<file path="src/rtl/eadd_pkg.sv">
// Shared widths and types for the element-wise adder output path.
package eadd_pkg;

  localparam int LANES  = 4;
  localparam int FP32_W = 32;
  localparam int BF16_W = 16;

  localparam logic [6:0] BF16_QNAN_MANT = 7'h40;

  typedef logic [BF16_W-1:0] bf16_t;

endpackage

</file>
<file path="src/rtl/bf16_round.sv">
// Combinational fp32 -> bf16 lane conversion with canonical quiet NaN.
// Define EADD_PACK_RNE_EN for round-to-nearest-even; otherwise the low half is truncated.
module bf16_round
  import eadd_pkg::*;
(
  input  logic [FP32_W-1:0] x,
  output bf16_t             y
);

  logic is_nan;
  logic round_up;

  assign is_nan = (&x[30:23]) & (|x[22:0]);

`ifdef EADD_PACK_RNE_EN
  // A carry out of the mantissa walks into the exponent, so 7F7FFFFF becomes +inf.
  assign round_up = x[15] & ((|x[14:0]) | x[16]);
`else
  assign round_up = 1'b0;
`endif

  assign y = is_nan ? {x[31], 8'hFF, BF16_QNAN_MANT}
                    : x[31:16] + {{(BF16_W-1){1'b0}}, round_up};

endmodule

</file>
<file path="src/rtl/eadd_result_pack.sv">
// Rounds adder fp32 result beats to bf16, buffers them and streams them out with stage framing.
// Rounding mode is selected by the EADD_PACK_RNE_EN macro (see bf16_round).
module eadd_result_pack
  import eadd_pkg::*;
#(
  parameter int FIFO_DEPTH      = 4,
  parameter int BEATS_PER_STAGE = 16
) (
  input  logic                          clk,
  input  logic                          rst,
  input  logic                          stage_start,
  input  logic                          s_tvalid,
  input  logic [LANES*FP32_W-1:0]       s_tdata,
  output logic                          m_tvalid,
  input  logic                          m_tready,
  output logic [LANES*BF16_W-1:0]       m_tdata,
  output logic                          m_tlast,
  output logic [$clog2(FIFO_DEPTH):0]   level,
  output logic                          overflow
);

  localparam int AW = $clog2(FIFO_DEPTH);
  localparam int CW = (BEATS_PER_STAGE > 1) ? $clog2(BEATS_PER_STAGE) : 1;
  localparam int DW = LANES * BF16_W;
  localparam logic [CW-1:0] LAST_BEAT = CW'(BEATS_PER_STAGE - 1);
  localparam logic [AW:0]   DEPTH_L   = (AW+1)'(FIFO_DEPTH);

  logic          stage_start_q;
  logic          flush;
  logic          capture;
  logic          rnd_valid;
  logic [DW-1:0] rnd_data;
  logic [DW-1:0] rnd_next;

  logic [DW:0]   mem [FIFO_DEPTH];
  logic [DW:0]   head;
  logic [AW-1:0] wr_ptr;
  logic [AW-1:0] rd_ptr;
  logic [AW:0]   count;
  logic [CW-1:0] beat_cnt;
  logic          ovf_q;
  logic          empty;
  logic          full;
  logic          push;
  logic          pop;
  logic          drop;

  for (genvar i = 0; i < LANES; i++) begin : g_lane
    bf16_round u_round (
      .x (s_tdata[i*FP32_W +: FP32_W]),
      .y (rnd_next[i*BF16_W +: BF16_W])
    );
  end

  assign flush   = stage_start & ~stage_start_q;
  assign capture = s_tvalid & stage_start & ~flush;

  assign empty = (count == '0);
  assign full  = (count == DEPTH_L);
  assign pop   = ~empty & m_tready;
  // The adder cannot be stalled: a full FIFO only accepts when a pop frees a slot this cycle.
  assign push  = rnd_valid & (~full | pop) & ~flush;
  assign drop  = rnd_valid & full & ~pop & ~flush;

  always_ff @(posedge clk) begin
    if (rst) begin
      stage_start_q <= 1'b0;
      rnd_valid     <= 1'b0;
      rnd_data      <= '0;
      wr_ptr        <= '0;
      rd_ptr        <= '0;
      count         <= '0;
      beat_cnt      <= '0;
      ovf_q         <= 1'b0;
    end else begin
      stage_start_q <= stage_start;
      if (flush) begin
        rnd_valid <= 1'b0;
        rnd_data  <= '0;
        wr_ptr    <= '0;
        rd_ptr    <= '0;
        count     <= '0;
        beat_cnt  <= '0;
        ovf_q     <= 1'b0;
      end else begin
        rnd_valid <= capture;
        if (capture)
          rnd_data <= rnd_next;
        if (push) begin
          wr_ptr   <= wr_ptr + AW'(1);
          beat_cnt <= (beat_cnt == LAST_BEAT) ? '0 : beat_cnt + CW'(1);
        end
        if (pop)
          rd_ptr <= rd_ptr + AW'(1);
        case ({push, pop})
          2'b10:   count <= count + (AW+1)'(1);
          2'b01:   count <= count - (AW+1)'(1);
          default: count <= count;
        endcase
        if (drop)
          ovf_q <= 1'b1;
      end
    end
  end

  // Storage has no reset; the pointers and count alone say which entries are live.
  always_ff @(posedge clk) begin
    if (push)
      mem[wr_ptr] <= {(beat_cnt == LAST_BEAT), rnd_data};
  end

  assign head     = mem[rd_ptr];
  assign m_tvalid = ~empty;
  assign m_tdata  = empty ? '0 : head[DW-1:0];
  assign m_tlast  = empty ? 1'b0 : head[DW];
  assign level    = count;
  assign overflow = ovf_q;

endmodule

</file>
<file path="config.mk">
export PLATFORM = sky130hd
export DESIGN_NAME = eadd_result_pack
export DESIGN_NICKNAME = d
export VERILOG_FILES = /design/src/rtl/eadd_pkg.sv /design/src/rtl/bf16_round.sv /design/src/rtl/eadd_result_pack.sv
export SDC_FILE = /design/constraint.sdc
export NUM_CORES = 1
export LEC_CHECK = 0
export BUFFER_PORTS_ARGS = -buffer_cell sky130_fd_sc_hd__buf_2
export CAP_MARGIN = 30
export CORE_ASPECT_RATIO = 0.5
export CORE_MARGIN = 2
export CORE_UTILIZATION = 53
export DETAILED_ROUTE_END_ITERATION = 8
export PLACE_DENSITY_LB_ADDON = 0.12
export SLEW_MARGIN = 20
export SYNTH_ARGS = -nofsm -noshare
export SYNTH_HDL_FRONTEND = slang
export SYNTH_SLANG_ARGS = --single-unit
</file>
<file path="constraint.sdc">
create_clock -name clk -period 5.4 [get_ports clk]
set_clock_uncertainty 0.1 [all_clocks]
set_input_delay 0.27 -clock clk [delete_from_list [all_inputs] [get_ports clk]]
set_output_delay 0.27 -clock clk [all_outputs]
set_load 0.02 [all_outputs]
</file>
==> results by group <==
Run status
  • Run status: complete, no violations

STA
  • Fin. Hold Viols: 0
  • Final Cycle Share: 0.5901
  • Slew margin rel.: 0.3897
  • Setup TNS Final: 0 ns
  • Worst hold margin: 0.06462 ns
  • Worst Max-Slew Pin Slew: 0.9154 ns
  • Max Clk Rate: 313.8 MHz
  • Fin crit period: 3.187 ns
  • Final Setup Violations: 0
  • RSZ-0062 raised after global routing: false
  • Slew Limit Fails: 0

Placement
  • Routability Congestion: 0.7760
  • Dpl cells: approximately 1300
  • IO Port Bufs: 202
  • Dpl hpwl: 16580 um

Synthesis
  • Post-Syn Nets: 934
  • Post-Syn Area per Cell: 16.39 sq um
  • Adder-Cell Fraction of Synth Area: 0.007305
  • Post-Syn Area: 13020 sq um
  • Synth Area in Compound Gates: 0.03614
  • Post-synth EDFFs: 260
  • Yosys reg bits: 340
  • Yosys cell types: 37
  • Async set-reset flop share out of synthesis: 0
  • Sequential fraction of the synthesis area: 0.7228
  • Post-Synthesis Cells: around 790
  • Synth Flop Type: edfxtp_1
  • Synth Area in XOR/XNOR: 0.004037
  • Post-Synth Simple-Gate Area: 0.09391
  • Warnings, synthesis: 0
  • Combinational family with the most area after synthesis: multiplexers
  • Multiplexer share of the synthesized area: 0.1140

Worst setup path
  • Worst EP arrival: between 2 and 3 ns
  • CP max FO: 27
  • Path depth of the worst reg2reg path: 4
  • CP Launch Type: register
  • Critical R2R Capture: mem[0][39]
  • CP Capture Type: output pin
  • Crit path to: m_tdata[36]
  • FF-to-FF setup slack: 2.47 ns
  • CP Data Required Time: 5.03 ns
  • Crit Path Class: register to output pin
  • RR Startpoint: stage_start_q

Global routing
  • Number of antenna violations at the first check in global routing: 1
  • Number of global-route vias before repair: slightly below 8000
  • Largest net degree at the start of global routing: 69
  • First-pass GRT wire length: 42530 um
  • Gr ovfl total: 0
  • Total Routing Usage GR: 0.2183

CTS
  • Clock Tree Buf Depth: 3
  • H-tree level count: 1
  • CTS sink cnt: 340
  • Clock Latency Late Sink: 0.55 ns
  • Clock Tree Root: clkbuf_16
  • Post-CTS Hold Fix Bufs: between 60 and 70
  • Postcts setup bufs: 0
  • Post-CTS Resized: 0
  • Clk slew on worst S/H paths: about 0.070 ns
  • Inserted Clock Buffers: 29
  • CTS tree: done

Routing
  • Final ANT Viol Nets: 0
  • Initial drt markers: 431
  • Vias per inst: 5.441
  • DRC viols: 0
  • Final WL: 28060 um
  • Routed length per instance: 19.72 um
  • Drt first pass iters: 5
  • Routed vias: 7743

Job
  • Max-cap violation count: 0

Finish
  • Share of cells above drive strength 1: 0.3097
  • Post-Route Utilization: 0.6671
  • Layout Area Growth over Synthesis: 23.37%
  • # nets final: 1204
  • Finished Layout Cells: between 1000 and 1500
  • Fillers: approximately 1700
  • Commonest non-fill, non-tap cell in the layout: edfxtp_1
  • Most frequent cells in the layout: 260 x edfxtp_1, 202 x buf_2, 78 x dfxtp_1

Die
  • Core Region: 24070 sq um
  • Die width: 225.6 um
  • Die area: 25910 sq um
  • IO Count: 203
  • Starting Density: 0.5407
  • Die Span Y: 114.8 um
  • # rows: 40

Pwr
  • Worst ir drop on vdd: 0.2140 mV
  • Leakage: 5.540 nW
  • Power per standard cell area: 319.8 nW/um^2

Min path
  • Hold Crit Class: input pin to register
cell usage after synthesis, types with 4 or more instances:
cell type  number  area [sq um]
a2111oi_1       4         40.04
a21oi_1        39         195.2
a22oi_1        24         180.2
and2_1         66         412.9
buf_2          14         70.07
buf_6           5         56.30
clkbuf_1       19         71.32
dfxtp_1        80          1602
edfxtp_1      260          7807
ha_1            6         75.07
inv_1          14         52.55
mux4_2         65          1464
nand2_1        73         274.0
nand3_1         7         35.03
nand4_1        13         81.33
nor2_1         45         168.9
nor3_1          4         20.02
nor4_1         20         125.1
o21a_1          4         30.03
or3_1           4         25.02
xor2_1          4         35.03
flip-flops by register name, summed over array words and instances (netlist names), named ones only:
signal,count
rnd_valid,1
stage_start_q,1
rd_ptr,2
rnd_data,64
mem,260
overflow,1
level,3
wr_ptr,2
beat_cnt,4
final cells by class:
type | instances | area [sq um] | area share
Multi-Input combinational cell | 398 | 3369 | 0.2098
Tap cell | 336 | 420.4 | 0.02618
Clock inverter | 12 | 206.4 | 0.01286
Inverter | 14 | 52.55 | 0.003272
Sequential cell | 340 | 9417 | 0.5864
Clock buffer | 40 | 787.0 | 0.04901
Antenna cell | 2 | 5.005 | 0.0003116
Timing Repair Buffer | 281 | 1802 | 0.1122
metrics by stage:
| stage | power [mW] | worst slack (ns) | cell area (sq um) |
|---|---|---|---|
| floorplan | 2.896 | 1.150 | 13020 |
| global placement | 2.968 | 2.508 | 14350 |
| detailed placement | 2.972 | 2.446 | 14400 |
| CTS | 5.167 | 2.107 | 16050 |
| global route | 5.284 | 1.965 | 16060 |
| finish | 5.136 | 2.213 | 16060 |
logic make-up (layout without fill, tap and decap cells):
logic type	after synthesis	after routing
xor+xnor	6	6
buf+inv	56	347
simple gates	243	243
mux	67	67
other cells	0	2
fa+ha+maj	7	7
flops	340	340
compound gates	75	75
critical path: stages, from the launching register on:
cell	delay [ns]
dfxtp_4	0.70
buf_16	0.30
buf_4	0.36
mux4_2	0.56
and2_1	0.16
buf_2	0.15
per-layer routing:
layer,vias up,global-route usage,part of all wire,wire length [um]
met2,202,0.3669,0.49,13750
met1,3917,0.3005,0.44,12420
met5,-,0,0,0
met4,0,0.06225,0.024,687
li1,3566,-,-,-
met3,58,0.03706,0.043,1204
power by group:
part	internal [mW]	switching (mW)	total, mW
Sequential	2.79	0.00831	2.80
Clock	1.30	0.883	2.18
Combinational	0.0815	0.0733	0.155
Total	4.17	0.965	5.14
how the worst min path moves through the flow:
| stage | end | cells past startpoint | from | slack, ns |
|---|---|---|---|---|
| finish | rd_ptr[1] | 4 | m_tready | 0.06 |
| global route | register | 4 | m_tready | 0.11 |
| CTS | rd_ptr[1] | 4 | m_tready | 0.06 |
| detailed placement | stage_start_q | 2 | rst | 0.38 |
| global placement | overflow | 2 | overflow | 0.37 |
| floorplan | stage_start_q | 1 | rst | 0.24 |
Note: power is estimated with default switching activity, not from simulation.
